### src/rtl/rf_ctx_xfer_pkg.sv
// Shared RF write-enable encodings and the context-transfer state type.
// The macros are guarded so that other RF files can also define them.
`ifndef RF_WRITE_NONE
`define RF_WRITE_NONE 2'b00
`define RF_WRITE_LOW  2'b01
`define RF_WRITE_HIGH 2'b10
`define RF_WRITE_FULL 2'b11
`endif

package rf_ctx_xfer_pkg;

  localparam int CTX_NREGS = 8;
  localparam int CTX_AW    = 16;
  localparam int CTX_DW    = 16;

  typedef enum logic [2:0] {
    CTX_IDLE,
    CTX_SAVE,
    CTX_RD_REQ,
    CTX_RD_WAIT,
    CTX_DONE
  } ctx_state_t;

endpackage

### src/rtl/rf_ctx_xfer.sv
// Context save/restore engine: moves r0..r(NREGS-1) between the register file
// and a data-memory save area. It owns RF port A while busy.
module rf_ctx_xfer
  import rf_ctx_xfer_pkg::*;
#(
  parameter int NREGS = CTX_NREGS,
  parameter int AW    = CTX_AW,
  parameter int DW    = CTX_DW
) (
  input  logic          clk,
  input  logic          rst_n,
  input  logic          start_save,
  input  logic          start_restore,
  input  logic [AW-1:0] base_addr,
  output logic          busy,
  output logic          done,
  output logic [2:0]    rf_addr,
  output logic [1:0]    rf_write,
  output logic [DW-1:0] rf_din,
  input  logic [DW-1:0] rf_dout,
  output logic [AW-1:0] mem_addr,
  output logic          mem_we,
  output logic [DW-1:0] mem_wdata,
  output logic          mem_re,
  input  logic          mem_ready,
  input  logic [DW-1:0] mem_rdata
);

  ctx_state_t    state_q, state_d;
  logic [2:0]    idx_q, idx_d;
  logic [AW-1:0] base_q, base_d;
  logic [AW-1:0] addr_sum;
  logic          last;

  // Save area is addressed modulo 2^AW, so wrapping past the top is intended.
  assign addr_sum = base_q + AW'(idx_q);
  assign last     = (idx_q == 3'(NREGS - 1));

  always_ff @(posedge clk) begin
    if (!rst_n) begin
      state_q <= CTX_IDLE;
      idx_q   <= '0;
      base_q  <= '0;
    end else begin
      state_q <= state_d;
      idx_q   <= idx_d;
      base_q  <= base_d;
    end
  end

  always_comb begin
    state_d   = state_q;
    idx_d     = idx_q;
    base_d    = base_q;
    busy      = 1'b0;
    done      = 1'b0;
    rf_addr   = '0;
    rf_write  = `RF_WRITE_NONE;
    rf_din    = '0;
    mem_addr  = '0;
    mem_we    = 1'b0;
    mem_wdata = '0;
    mem_re    = 1'b0;
    case (state_q)
      CTX_IDLE: begin
        // Save takes priority when both starts arrive together.
        if (start_save || start_restore) begin
          state_d = start_save ? CTX_SAVE : CTX_RD_REQ;
          idx_d   = '0;
          base_d  = base_addr;
        end
      end
      CTX_SAVE: begin
        busy      = 1'b1;
        rf_addr   = idx_q;
        mem_we    = 1'b1;
        mem_addr  = addr_sum;
        mem_wdata = rf_dout;
        if (mem_ready) begin
          if (last) state_d = CTX_DONE;
          else      idx_d   = idx_q + 3'd1;
        end
      end
      CTX_RD_REQ: begin
        busy     = 1'b1;
        mem_re   = 1'b1;
        mem_addr = addr_sum;
        if (mem_ready) state_d = CTX_RD_WAIT;
      end
      CTX_RD_WAIT: begin
        // Read data is valid exactly one cycle after acceptance; write it now.
        busy     = 1'b1;
        rf_addr  = idx_q;
        rf_din   = mem_rdata;
        rf_write = `RF_WRITE_FULL;
        if (last) begin
          state_d = CTX_DONE;
        end else begin
          idx_d   = idx_q + 3'd1;
          state_d = CTX_RD_REQ;
        end
      end
      CTX_DONE: begin
        busy    = 1'b1;
        done    = 1'b1;
        state_d = CTX_IDLE;
      end
      default: state_d = CTX_IDLE;
    endcase
  end

endmodule
### config.mk
export PLATFORM = sky130hd
export DESIGN_NAME = rf_ctx_xfer
export DESIGN_NICKNAME = d
export VERILOG_FILES = /design/src/rtl/rf_ctx_xfer_pkg.sv /design/src/rtl/rf_ctx_xfer.sv
export SDC_FILE = /design/constraint.sdc
export NUM_CORES = 1
export LEC_CHECK = 0
export CAP_MARGIN = 10
export CORE_MARGIN = 5
export CORE_UTILIZATION = 34
export CTS_BUF_LIST = sky130_fd_sc_hd__clkbuf_8
export CTS_CLUSTER_DIAMETER = 40
export DETAILED_ROUTE_END_ITERATION = 10
export PLACE_DENSITY = 0.79
export SETUP_SLACK_MARGIN = 0.4
export SYNTH_ARGS = -nofsm -noshare
export SYNTH_HDL_FRONTEND = slang
export SYNTH_SLANG_ARGS = --single-unit
### constraint.sdc
create_clock -name clk -period 2.3 [get_ports clk]
set_input_delay 0.46 -clock clk [delete_from_list [all_inputs] [get_ports clk]]
set_output_delay 0.46 -clock clk [all_outputs]
set_load 0.1 [all_outputs]
After elaboration in Yosys (flattened, before gate mapping) --
Index checks and enable logic that the tools add are counted.
Operators by class: mux-type cells 20, reductions and logical operators 9, equality and inequality tests 9, add/subtract/negate cells 2
Operators with widths (count):
- $mux 16 | 3
- $mux 3 | 9
- $add 16x3->16 | 1
- $pmux 3 s4 | 1
- $pmux 3 s3 | 1
- $ne 2x2->1 const B | 4
- $eq 3x2->1 const B | 2
- $eq 3x3->1 const B | 2
- $mux 1 | 4
- $mux 2 | 2
- $reduce_and 4->1 | 1
- $reduce_or 2->1 | 2
- $reduce_or 4->1 | 1
- $add 3x1->3 const B | 1
- $eq 3x1->1 const B | 1
- $logic_not 3->1 | 1
- $reduce_and 3->1 | 1
- $reduce_bool 3->1 | 1
- $reduce_and 2->1 | 1
- $logic_or 1x1->1 | 1
Storage, ports and cells: bits in registers 22

Depth between registers and ports, before layout --
depth in word-level cells 4, mapped depth 7

Least setup slack after synthesis --
Ideal clock, no wire load.
path type register to output, start reg idx_q[0], end out mem_addr[14], cell stages (with the launch flop) 8, data required time 1.840 ns, path slack -1.432 ns, buffers on the path 0, arrival 3.272 ns, cell sequence dfxtp_1 ha_1 inv_1 fa_1 nor2b_1 nor2_1 or4_1 a21oi_1
On the way: word-level cells in the longest chain between the ends 2
Ends and longest elaborated chain:
- start, declared | line rf_ctx_xfer.sv:30 | logic [2:0] idx_q, idx_d;
- start signal, assigned | line rf_ctx_xfer.sv:46 | idx_q <= idx_d;
- $add 16x3->16 | line rf_ctx_xfer.sv:36 | assign addr_sum = base_q + AW'(idx_q);
- $mux 16 | line rf_ctx_xfer.sv:64 | case (state_q)
- end, declared | line rf_ctx_xfer.sv:21 | output logic [AW-1:0] mem_addr,
No other way between the ends.

Final worst setup path --
Ends and elaborated chain as after synthesis.

==> impl_metrics.prom <==
# TYPE chip_impl_metric gauge
chip_impl_metric{name="place.gp.congestion",unit=""} 0.826
chip_impl_metric{name="cts_inserted_buffers",unit=""} 3
chip_impl_metric{name="clock_period_minus_final_worst_setup_slack",unit="ps"} 2720
chip_impl_metric{name="path_max_fanout",unit=""} 2
chip_impl_info{name="cts_root_buffer",value="clkbuf_8"} 1
chip_impl_metric{name="flow.area_growth_from_synthesis",unit="%"} 151
chip_impl_metric{name="die_area",unit="um^2"} 6530
chip_impl_metric{name="core_region_area",unit="um^2"} 4790
chip_impl_metric{name="htree_levels",unit=""} 1
chip_impl_metric{name="fin_ws",unit="ps"} -419
chip_impl_info{name="worst_hold_path_type",value="flip-flop to flip-flop"} 1
chip_impl_metric{name="clock_path_buffers",unit=""} 2
chip_impl_metric{name="netlist_instances",unit=""} 231
chip_impl_metric{name="finalHoldViolations",unit=""} 0
chip_impl_metric{name="yosysWarningCount",unit=""} 0
chip_impl_metric{name="synth.top_cell.area_share",unit=""} 0.258
chip_impl_info{name="synth_area_leaders",value="dfxtp_1, and2_1, a21boi_1"} 1
chip_impl_metric{name="postSynthAreaPerCell",unit="um^2"} 7.38
chip_impl_metric{name="r2r_setup_slack",unit="ps"} 440
chip_impl_metric{name="track_usage",unit=""} 0.222
chip_impl_metric{name="worstPathRequired",unit="ps"} 1840
chip_impl_metric{name="detailroute.via_count",unit=""} 2295
chip_impl_metric{name="diodes",unit=""} 0
chip_impl_metric{name="ys_seq_elements",unit=""} 22
chip_impl_metric{name="routedWlPerCell",unit="um"} 19.0
chip_impl_metric{name="final_util",unit=""} 0.892
chip_impl_info{name="rsz0062_at_grt",value="yes"} 1
chip_impl_metric{name="io-pin-count",unit=""} 110
chip_impl_info{name="yosys-top-cells-count",value="nand2_1, and2_1, dfxtp_1, and3_1"} 1
chip_impl_metric{name="setup_viol",unit=""} 11
chip_impl_metric{name="synth_fp_nets",unit=""} 290
chip_impl_metric{name="floorplan.die.height",unit="um"} 80.8
chip_impl_metric{name="drc_errors",unit=""} 0
chip_impl_metric{name="cellLeakagePower",unit="nW"} 1.62
chip_impl_metric{name="fp.dieW",unit="um"} 80.8
chip_impl_metric{name="fin_crit_sh",unit=""} 1.18
chip_impl_metric{name="num_rows",unit=""} 25
chip_impl_metric{name="fillers",unit=""} 196
chip_impl_info{name="min-delay-start",value="base_q[15]"} 1
chip_impl_metric{name="drt_pre_antenna_iters",unit=""} 4
chip_impl_metric{name="worstPathArrival",unit="ps"} 2260
chip_impl_info{name="failed_checks",value="setup timing"} 1
chip_impl_metric{name="slew_of_the_pin_with_the_lowest_slew_margin",unit="ps"} 397
chip_impl_metric{name="multi_input_comb_area",unit="um^2"} 1660
chip_impl_metric{name="grt_first_pass_wirelength",unit="um"} 11300
chip_impl_metric{name="final_layout_size_suffix_gt1_frac",unit=""} 0.543
chip_impl_metric{name="netlist-cell-type-count",unit=""} 38
chip_impl_metric{name="floorplan.initialDensity",unit=""} 0.356
chip_impl_info{name="crit_path_end_kind",value="primary output"} 1
chip_impl_info{name="timing.hold.worst_endpoint",value="base_q[15]"} 1
chip_impl_metric{name="grt_max_degree",unit=""} 26
chip_impl_metric{name="relSlewSlack",unit=""} 0.733
chip_impl_metric{name="synth_seq_area_share",unit=""} 0.258
chip_impl_metric{name="power_density",unit="nW/um^2"} 621
chip_impl_metric{name="fin_skew",unit="ps"} 5.73
chip_impl_metric{name="clk_latency",unit="ps"} 270
chip_impl_info{name="outcome",value="complete, but fails checks"} 1
chip_impl_metric{name="synthArstFlopShare",unit=""} 0
chip_impl_metric{name="via_count_of_the_first_global_routing_pass",unit=""} 2352
chip_impl_metric{name="vias_per_cell",unit=""} 5.36
chip_impl_metric{name="max_freq",unit="MHz"} 368
chip_impl_info{name="reg2reg_to",value="idx_q[0]"} 1
chip_impl_metric{name="drt_first_iter_violations",unit=""} 156
chip_impl_info{name="post-synth-top-count-cell",value="nand2_1"} 1
chip_impl_metric{name="number_of_clock_sinks_seen_by_cts",unit=""} 22
chip_impl_metric{name="netlist_area",unit="um^2"} 1700
chip_impl_metric{name="synth_edf_count",unit=""} 0
chip_impl_metric{name="cell_count_of_the_worst_reg_to_reg_path",unit=""} 6
chip_impl_metric{name="grt.overflow.total",unit=""} 0
chip_impl_info{name="cts_tree",value="done"} 1
chip_impl_metric{name="final-max-slew-violation-count",unit=""} 0
chip_impl_metric{name="route.final.wire_length",unit="um"} 8140
chip_impl_info{name="synth-main-ff-cell",value="dfxtp_1"} 1
chip_impl_metric{name="grt_antenna_before_repair",unit=""} 0
chip_impl_info{name="critical_path.startpoint_type",value="flip-flop"} 1
chip_impl_metric{name="place_hpwl",unit="um"} 5120
chip_impl_metric{name="ir_worst_vdd",unit="mV"} 0.451
chip_impl_metric{name="pre_cts_ws",unit="ps"} -62.5
chip_impl_info{name="timing.rr.start",value="idx_q[0]"} 1
chip_impl_metric{name="io_buffers",unit=""} 109
chip_impl_info{name="worst-setup-path-type",value="flip-flop to primary output"} 1
chip_impl_metric{name="cts.clk_slew.worst_paths",unit="ps"} 90
chip_impl_metric{name="antenna_violating_nets_post_route",unit=""} 0
chip_impl_metric{name="cap_viol_max_count",unit=""} 0
chip_impl_metric{name="fin_nets",unit=""} 421
chip_impl_metric{name="hold_depth",unit=""} 2
chip_impl_info{name="synth_top_cell_by_area",value="dfxtp_1"} 1
chip_impl_metric{name="ff_latch_area",unit="um^2"} 465
## state kept, by name (all words and copies together) (netlist names)
signal	cells
base_q	16
state_q	3
idx_q	3
## critical path: stages, from the launching register on
cell     delay, ps
dfxtp_2        370
ha_4           150
inv_2           40
fa_2           370
nor2b_4        130
nor2_1          70
or4_4          500
a21oi_4        160
buf_12         190
## stage by stage
step	area [um^2]	setup TNS, ps	total power, mW	std cells	hold WS (ps)
floorplan	2120	-1280	1.58	231	435
global placement	3840	-36.9	2.07	411	446
detailed placement	3840	-62.5	2.10	411	458
CTS	4090	-2050	2.54	420	472
global route	4270	-3480	2.74	428	497
finish	4270	-2660	2.65	428	470
## area by class of cell
| class | count | area share |
|---|---|---|
| inverters | 7 | 0.00615 |
| multi-input cells | 187 | 0.389 |
| flip-flops and latches | 22 | 0.109 |
| clock buffers | 3 | 0.00967 |
| repair buffers | 141 | 0.460 |
| clock inverters | 1 | 0.00703 |
| well taps | 67 | 0.0196 |
## worst max-delay path by stage
| stage | start | to | depth (start not counted) |
|---|---|---|---|
| 3_5_place_dp | base_q[0] | mem_addr[14] | 8 |
| 3_3_place_gp | base_q[0] | mem_addr[14] | 8 |
| 6_report | idx_q[0] | mem_addr[14] | 8 |
| 2_1_floorplan | idx_q[0] | mem_addr[14] | 7 |
| 5_1_grt | idx_q[0] | mem_addr[8] | 10 |
| 4_1_cts | idx_q[0] | mem_addr[14] | 8 |
## cell usage in the layout (no fill, tap or decap), types with 3 or more instances in the layout
cell type        synthesis  routed
a21boi_1                18      18
a21oi_4                  0       8
and2_4                   0      19
and3_2                   0      12
and3_4                   0       5
buf_12                   0      59
buf_4                    2      20
buf_6                    3      10
clkbuf_8                 0       3
clkdlybuf4s50_1          0      52
dfxtp_1                 22      10
dfxtp_2                  0       8
dfxtp_4                  0       4
ha_4                     0       3
inv_1                    7       6
nand2_1                 35      35
nand3_1                  6       5
nor2_1                  18       5
nor2_4                   0      13
nor2b_4                  0       4
o211ai_1                 4       4
o21ai_0                  7       6
or3_4                    0       4
xor2_1                   7       5
## routing by layer
layer / GRT usage / vias to the layer above / share of wire
met4: 0.0541 / 0 / 0.024
met5: 0 / - / 0
met2: 0.412 / 124 / 0.53
met1: 0.240 / 1099 / 0.36
met3: 0.0787 / 16 / 0.092
li1: - / 1056 / -
## power by group
part	total (mW)	switching (mW)	leakage, nW	internal (mW)
registers	0.488	0.0601	0.187	0.427
logic	1.79	1.08	1.40	0.713
clock network	0.372	0.140	0.0357	0.233
## timing repair
action | CTS | global route
pin swaps | 7 | 18
resized for setup | 33 | 31
endpoints found under the setup margin | 55 | 47
hold buffers | 0 | 0
cloned | 1 | 2
setup buffers | 4 | 6
## cells by family after synthesis
| family | count (synthesis) | share of synthesized area |
|---|---|---|
| buffers and inverters | 25 | 0.0749 |
| adder cells (fa/ha/maj) | 6 | 0.0485 |
| flip-flops | 22 | 0.258 |
| XOR/XNOR | 10 | 0.0514 |
| AND/OR/NAND/NOR | 121 | 0.380 |
| AO/OA/AOI/OAI | 47 | 0.186 |
(Power assumes the default switching activity.)
